[config.mk]
export PLATFORM = sky130hd
export DESIGN_NAME = flag_hazard_ctrl
export DESIGN_NICKNAME = d
export VERILOG_FILES = /design/src/rtl/flag_hazard_ctrl.sv
export SDC_FILE = /design/constraint.sdc
export NUM_CORES = 1
export LEC_CHECK = 0
export ABC_AREA = 0
export BUFFER_PORTS_ARGS = -buffer_cell sky130_fd_sc_hd__buf_2
export CAP_MARGIN = 5
export CORE_AREA = 4 4 41 43
export DETAILED_ROUTE_END_ITERATION = 7
export DIE_AREA = 0 0 45 47
export PLACE_DENSITY = 0.73
export SLEW_MARGIN = 20
export SYNTH_ARGS = -nofsm -noshare
export SYNTH_HDL_FRONTEND = slang
export SYNTH_SLANG_ARGS = --single-unit
[constraint.sdc]
create_clock -name clk -period 1.9 [get_ports clk]
set_clock_uncertainty 0.15 [all_clocks]
set_input_delay 0.285 -clock clk [delete_from_list [all_inputs] [get_ports clk]]
set_output_delay 0.285 -clock clk [all_outputs]
set_load 0.02 [all_outputs]
[src/rtl/flag_hazard_ctrl.sv]
// Flag-dependency stall and branch-flush sequencer for flag-predicated execution.
// Optional macro FLAG_FWD_EN: Execute flags forwarded to Decode, so the stall is one cycle shorter.
module flag_hazard_ctrl #(
    parameter int FLAG_LAT = 2,
    parameter int BR_PEN   = 2
) (
    input  logic       clk,
    input  logic       reset,
    input  logic       validd,
    input  logic [3:0] condd,
    input  logic [1:0] flagwd,
    input  logic       pcsrce,
    input  logic       stallext,
    output logic       stallf,
    output logic       stalld,
    output logic       flushd,
    output logic       flushe,
    output logic       pendnz,
    output logic       pendcv
);

    localparam int CW = (FLAG_LAT < 1) ? 1 : $clog2(FLAG_LAT + 1);
    localparam logic [CW-1:0] CNT_LOAD = CW'(FLAG_LAT);
    localparam logic [CW-1:0] CNT_ONE  = CW'(1);
    localparam logic [CW-1:0] CNT_ZERO = '0;
    // fc is two bits wide, so BR_PEN above 4 wraps the reload value.
    localparam logic [1:0]    FC_LOAD  = 2'(BR_PEN - 1);

    typedef enum logic {
        IDLE  = 1'b0,
        FLUSH = 1'b1
    } state_t;

    state_t        state;
    logic [1:0]    fc;
    logic [CW-1:0] cnt_nz;
    logic [CW-1:0] cnt_cv;

    logic [1:0] mask;
    logic       busy_nz;
    logic       busy_cv;
    logic       hazard;
    logic       stall_i;
    logic       flushd_i;
    logic       flushe_i;
    logic       issue;

    // Condition field to flag groups read: bit 1 = NZ, bit 0 = CV.
    always_comb begin
        mask = 2'b11;
        case (condd)
            4'b0000, 4'b0001, 4'b0100, 4'b0101: mask = 2'b10;
            4'b0010, 4'b0011, 4'b0110, 4'b0111: mask = 2'b01;
            4'b1110, 4'b1111:                   mask = 2'b00;
            default:                            mask = 2'b11;
        endcase
    end

`ifdef FLAG_FWD_EN
    assign busy_nz = (cnt_nz > CNT_ONE);
    assign busy_cv = (cnt_cv > CNT_ONE);
`else
    assign busy_nz = (cnt_nz != CNT_ZERO);
    assign busy_cv = (cnt_cv != CNT_ZERO);
`endif

    assign hazard   = validd & |(mask & {busy_nz, busy_cv});
    // A taken branch wins over a flag hazard: the dependent instruction is flushed anyway.
    assign stall_i  = (hazard & (state == IDLE) & ~pcsrce) | stallext;
    assign flushd_i = ~stallext & (pcsrce | (state == FLUSH));
    assign flushe_i = ~stallext & (hazard | pcsrce);
    assign issue    = validd & ~stall_i & ~flushd_i & ~stallext;

    assign stallf = stall_i & ~reset;
    assign stalld = stall_i & ~reset;
    assign flushd = flushd_i & ~reset;
    assign flushe = flushe_i & ~reset;
    assign pendnz = (cnt_nz != CNT_ZERO) & ~reset;
    assign pendcv = (cnt_cv != CNT_ZERO) & ~reset;

    always_ff @(posedge clk or posedge reset) begin
        if (reset) begin
            cnt_nz <= CNT_ZERO;
        end else if (stallext) begin
            cnt_nz <= cnt_nz;
        end else if (issue && flagwd[1]) begin
            cnt_nz <= CNT_LOAD;
        end else if (cnt_nz != CNT_ZERO) begin
            cnt_nz <= cnt_nz - CNT_ONE;
        end
    end

    always_ff @(posedge clk or posedge reset) begin
        if (reset) begin
            cnt_cv <= CNT_ZERO;
        end else if (stallext) begin
            cnt_cv <= cnt_cv;
        end else if (issue && flagwd[0]) begin
            cnt_cv <= CNT_LOAD;
        end else if (cnt_cv != CNT_ZERO) begin
            cnt_cv <= cnt_cv - CNT_ONE;
        end
    end

    // Branch flush sequencer; the PCSrcE cycle itself is flushed from IDLE,
    // FLUSH covers the remaining BR_PEN-1 cycles.
    always_ff @(posedge clk or posedge reset) begin
        if (reset) begin
            state <= IDLE;
            fc    <= 2'd0;
        end else if (!stallext) begin
            case (state)
                IDLE: begin
                    if (pcsrce && (BR_PEN > 1)) begin
                        state <= FLUSH;
                        fc    <= FC_LOAD;
                    end
                end
                FLUSH: begin
                    if (pcsrce) begin
                        fc <= FC_LOAD;
                    end else begin
                        fc <= fc - 2'd1;
                        if (fc <= 2'd1) begin
                            state <= IDLE;
                            fc    <= 2'd0;
                        end
                    end
                end
                default: begin
                    state <= IDLE;
                    fc    <= 2'd0;
                end
            endcase
        end
    end

endmodule

==> flow_summary.yaml, run 1 <==
sta:
  tightestPinTransition_ns: 0.234
  fin_crit_sh_pct: 112
  timing.slew.headroom_pct: 84.4
  finalHoldViolations: 0
  setup_violations: 3
  fmax_mhz: 469
  setup_ws_ns: -0.234
  report.final.slew_viol_count: 0
  rsz0062_at_grt: "yes"
  min_period_ns: 2.13
power:
  power_uw: 793
  p_leak_uw: 0.000321
  power_density_nw_per_um2: 1220
  vdd_drop_max_uv: 784
route:
  drt.antenna.violating_nets: 0
  wl_met3_um: 66
  drtPass1Iterations: 4
  viasPerCell: 5.05
  num_vias: 439
  wire_per_inst_um: 11.3
  drt_iter0_drc: 11
  route.detailed.drc: 0
  wl_met2_um: 517
  drt-total-wl_um: 981
  wl_met1_um: 381
  top_layer: "met4"
cells_and_area:
  final_nets: 86
  drive_gt1_share_pct: 40.3
  area_delta_synth_final_pct: 37.4
  layout_commonest_cell: "buf_2"
  most-common-layout-cells: "buf_2, dfrtp_1, nor2_1"
  fillers: 129
  final_cells: 87
  diodes: 0
  utilization_pct: 49.8
synth:
  synth_compound_area_share_pct: 25.7
  syn_nets: 63
  yosysWarnings: 0
  synth.distinct_cells: 22
  ys_seq_elements: 7
  ys_seq_area_share_pct: 37.1
  yosys.area_share.adder_pct: 5.31
  syn_avg_cell_area_um2: 9.43
  synth_top_family_by_area: "compound AO/OA/AOI/OAI gates"
  synthSimpleGateAreaFrac_pct: 12.7
  synthCells: 50
  synth_xor_area_share_pct: 3.71
  syn-cell-area_um2: 472
  synth_mux_area_share_pct: 7.43
die:
  fp.dieW_um: 45
  io_pins: 17
  core_um2: 1300
  rows: 13
  die_h_um: 47
  die_area_um2: 2120
  initial_utilization_pct: 36.2
cts:
  insertion_delay_ns: 0.24
  cts_tree: "built"
  htreeDepth: 1
  cts.sink_count: 7
  clk_path_buf_depth: 2
  cts_root_buffer: "clkbuf_4"
  clkTransAtPathRegs_ns: 0.05
  cts_made_buffers: 3
placement:
  dp_hpwl_um: 765
  place_congestion: 0.736
  dp.cells: 80
  portBuffers: 15
setup_path:
  cp_top_family: "compound AO/OA/AOI/OAI gates"
  rrSetupSlack_ns: 0.22
  arrival_ns: 1.70
  cp_num_buf_inv: 2
  cp-start-kind: "register"
  cp.required_ns: 1.46
  cp_max_fo: 3
  endpoint_kind: "output port"
  path_cells: "inv_2 -> ha_4 -> mux2_4 -> a22o_4 -> o31ai_4 -> buf_6"
  max_stage_delay_ns: 0.35
  reg2reg_from: "cnt_cv[0]"
  cp_slowest_cell: "dfrtp_1"
  worstSetupStartpoint: "cnt_cv[0]"
  path_class: "reg -> out"
global_routing:
  grt_pass1_wl_um: 1720
  first_global_vias: 405
  grt-ovfl-total: 0
  grt_use_total_pct: 11.4
  antenna_found_initial: 0
  grt_start_max_net_pins: 11
job:
  max-cap-violations: 0
min_path:
  hold_path.class: "in -> reg"
  hold_start: "flagwd[1]"
run_status:
  status: "complete, but fails checks"
  violations: "setup timing"
## synth_stat cells
cell / number / area, µm²
dfrtp_1: 7 / 175
nor2b_1: 1 / 6.26
inv_1: 7 / 26.3
o21bai_1: 1 / 7.51
o31ai_4: 1 / 21.3
nor2_1: 6 / 22.5
or3b_1: 1 / 8.76
o21a_1: 1 / 7.51
xnor2_1: 2 / 17.5
o21ai_0: 5 / 25.0
a22o_4: 1 / 17.5
clkbuf_1: 1 / 3.75
nor2_4: 1 / 11.3
buf_4: 1 / 7.51
a31o_1: 2 / 17.5
mux2i_1: 2 / 20.0
a21oi_1: 1 / 5.00
mux2_4: 1 / 15.0
ha_1: 2 / 25.0
nand2_1: 3 / 11.3
a31oi_1: 2 / 12.5
a21boi_0: 1 / 7.51
## state kept, by name, summed over array words and instances (netlist names)
name	count
cnt_nz	2
fc	2
state	1
cnt_cv	2
## metrics by stage
step / setup TNS, ns / setup WS [ns] / hold slack (ns) / cell area (µm²)
3_3_place_gp: -0.0978 / -0.0489 / 0.178 / 572
4_1_cts: -0.670 / -0.239 / 0.0835 / 646
2_1_floorplan: -0.259 / -0.152 / -0.0534 / 478
6_report: -0.613 / -0.234 / 0.0834 / 648
3_5_place_dp: -0.154 / -0.0770 / 0.186 / 572
5_1_grt: -0.896 / -0.321 / 0.0772 / 648
## metal layers
layer / track usage (%) / vias to the layer above
met5: 0 / -
met4: 7.02 / 0
met3: 2.30 / 2
met2: 20.6 / 13
met1: 12.1 / 210
li1: - / 214
## power by group
part           switching (µW)  total, µW  internal [µW]
clock network            53.4        133           80.1
registers                24.0        225            201
logic                     210        434            224
total                     287        793            505
## worst reg2reg max path: cells and delay by family, from the launching register on
family,cells,cell delay (ns)
AOI/OAI and AO/OA,2,0.43
adders and majority gates,1,0.16
buffers and inverters,2,0.20
DFF,1,0.35
muxes,1,0.27
## kinds of logic (layout without fill, tap and decap cells)
logic type,Yosys count,in the layout
multiplexers,3,3
XOR/XNOR,2,2
buffers and inverters,9,31
adder cells (fa/ha/maj),2,2
flip-flops,7,7
AND/OR/NAND/NOR,12,12
AO/OA/AOI/OAI,15,15
## area by class of cell
type	instances	area, µm²	area share, %
sequential	7	175	27.0
multi-input combinational	34	272	41.9
clock buffer	4	26.3	4.05
inverter	7	26.3	4.05
timing repair buffer	20	130	20.1
tap	15	18.8	2.90
## what timing repair did
item	4_1_cts	5_1_grt
gates resized for setup	7	2
hold endpoints to repair	7	0
setup buffers	2	0
hold buffers	1	0
pin swaps	3	0
setup endpoints to repair	3	3
## final timing paths
path / endpoint / cells past startpoint
max: stallf / 6
min: cnt_nz[0] / 2
max reg2reg: cnt_nz[1] / 6
min reg2reg: fc[0] / 2
max in group asynchronous: cnt_nz[0] / 4
min in group asynchronous: fc[0] / 4
No activity file was read; power rests on OpenSTA's default activity.
==> run 2, diff against run 1 <==
BUFFER_PORTS_ARGS = -buffer_cell sky130_fd_sc_hd__clkbuf_2   (was -buffer_cell sky130_fd_sc_hd__buf_2)
==> run 2 against run 1 <==
The run still ends with setup timing left. Critical path type unchanged. Wire length increased by 0.61%. Cell count unchanged. Power about the same. Critical endpoint unchanged. Non-clock buffer count unchanged. Die area unchanged. Maximum frequency decreased by 0.66%. Via count fell by 0.46%. Worst hold slack improved by 0.0013 ns. Setup slack got worse by 0.014 ns.
==> flow_summary.yaml, run 2 (synthesized netlist as in run 1, its figures left out) <==
placement:
  place_congestion: 0.737
  dpl-instance-area_um2: 572
  dp_hpwl_um: 772
  portBuffers: 15
sta:
  report.final.slew_viol_count: 0
  fin_crit_sh_pct: 113
  rsz0062_at_grt: "yes"
  fmax_mhz: 466
  finalHoldViolations: 0
  timing.slew.headroom_pct: 84.8
  setup_violations: 3
  min_period_ns: 2.15
  hold_slack_ns: 0.0847
  tightestPinTransition_ns: 0.227
  setup_ws_ns: -0.248
power:
  p_clk_share_pct: 16.5
  switching_share_pct: 35.8
  p_leak_uw: 0.000328
  power_density_nw_per_um2: 1200
  switchingPower_uw: 284
  internal_power_uw: 509
  p_comb_share_pct: 55.4
  pwr-share-seq_pct: 28.1
  vdd_drop_max_uv: 647
route:
  drt.antenna.violating_nets: 0
  drt_iter0_drc: 12
  wire_per_inst_um: 11.3
  viasPerCell: 5.02
  route.detailed.drc: 0
  drt-total-wl_um: 987
  drtPass1Iterations: 4
  num_vias: 437
setup_path:
  reg2reg_from: "cnt_cv[0]"
  cp_slowest_cell: "dfrtp_1"
  worstSetupStartpoint: "cnt_cv[0]"
  cp-start-kind: "register"
  max_stage_delay_ns: 0.35
  cp.required_ns: 1.46
  path_cells: "inv_2 -> ha_4 -> mux2_4 -> a22o_4 -> o31ai_4 -> clkbuf_8"
  rrSetupSlack_ns: 0.23
  crit_end: "stallf"
  arrival_ns: 1.71
  cp_max_fo: 4
  cp_top_family: "compound AO/OA/AOI/OAI gates"
  path_class: "reg -> out"
  endpoint_kind: "output port"
  cp.depth: 6
  timing.rr.end: "cnt_cv[1]"
  cp_num_buf_inv: 2
  reg2reg_depth: 6
die:
  rows: 13
  fp.dieW_um: 45
  initial_utilization_pct: 36.2
  io_pins: 17
  die_area_um2: 2120
  core_um2: 1300
  die_h_um: 47
cts:
  htreeDepth: 1
  cts_root_buffer: "clkbuf_4"
  clk_path_buf_depth: 2
  clkTransAtPathRegs_ns: 0.05
  cts_tree: "built"
  cts.sink_count: 7
  cts_made_buffers: 3
  insertion_delay_ns: 0.25
min_path:
  holdPathStages: 2
  hold_path.class: "in -> reg"
cells_and_area:
  utilization_pct: 50.8
  area_delta_synth_final_pct: 40.1
  drive_gt1_share_pct: 40.3
  most-common-layout-cells: "clkbuf_2, dfrtp_1, nor2_1, inv_1"
  top_regs: "cnt_cv: 2 flops, cnt_nz: 2 flops, fc: 2 flops"
  layout_commonest_cell: "clkbuf_2"
  fillers: 131
  stdcell_area_um2: 661
  final_nets: 86
  diodes: 0
global_routing:
  first_global_vias: 404
  antenna_found_initial: 0
  grt_use_total_pct: 10.5
  grt-ovfl-total: 0
  grt_pass1_wl_um: 1570
  grt_start_max_net_pins: 11
run_status:
  violations: "setup timing"
  status: "complete, but fails checks"
job:
  max-cap-violations: 0
[run 2: changes by cell type in the layout (fill, tap and decap cells not counted)]
cell	delta
buf_2	-12
clkbuf_8	+2
buf_6	-1
o21ai_1	-1
o21ai_2	+1
clkbuf_2	+12
inv_2	-1
inv_1	+1
buf_4	-1
[run 2: power by group through the flow]
| stage | Sequential, µW | Clock, µW | Combinational [µW] |
|---|---|---|---|
| 6_report | 223 | 130 | 439 |
| 4_1_cts | 223 | 135 | 425 |
| 5_1_grt | 228 | 141 | 489 |
| 2_1_floorplan | 221 | 0 | 285 |
| 3_3_place_gp | 223 | 0 | 358 |
| 3_5_place_dp | 224 | 0 | 379 |
[run 2: layout make-up]
class | count | area [µm²] | area share [%]
Clock buffer | 4 | 26.3 | 3.98
Inverter | 7 | 26.3 | 3.98
Multi-Input combinational cell | 34 | 275 | 41.7
Sequential cell | 7 | 175 | 26.5
Tap cell | 15 | 18.8 | 2.84
Timing Repair Buffer | 20 | 139 | 21.0
[run 2: through the flow]
step | std cells | setup slack [ns] | TNS (ns) | total power [µW]
6_report | 87 | -0.248 | -0.735 | 793
4_1_cts | 86 | -0.269 | -0.754 | 783
2_1_floorplan | 50 | -0.152 | -0.259 | 506
3_3_place_gp | 80 | -0.0623 | -0.125 | 581
5_1_grt | 87 | -0.320 | -0.944 | 859
3_5_place_dp | 80 | -0.0838 | -0.167 | 602
[run 2: what timing repair did]
item	in CTS	in global routing
hold buffers	1	0
setup endpoints to repair	3	3
buffers inserted	1	1
gates resized for setup	7	4
endpoints found under the hold margin	7	0
pin swaps	2	1
[run 2: worst min-delay path by stage]
stage | slack (ns) | start | endpoint
floorplan | -0.05 | reset | cnt_cv[0]
global placement | 0.19 | reset | state
detailed placement | 0.19 | reset | cnt_cv[0]
CTS | 0.08 | flagwd[0] | cnt_cv[0]
global route | 0.08 | flagwd[0] | cnt_cv[0]
finish | 0.08 | flagwd[1] | cnt_nz[0]
[run 2: routing by layer]
| metal | GRT usage, % | up-vias | share of wire [%] |
|---|---|---|---|
| met5 | 0 | - | 0 |
| met4 | 8.77 | 0 | 0.81 |
| met3 | 1.15 | 2 | 3.1 |
| met2 | 16.9 | 13 | 57 |
| met1 | 12.6 | 203 | 39 |
| li1 | - | 219 | - |
[run 2: worst register-to-register path: stages, from the launching register on]
cell     delay, ns
dfrtp_1       0.35
inv_2         0.05
ha_4          0.16
mux2_4        0.27
a22o_4        0.24
buf_4         0.15
a31o_1        0.19
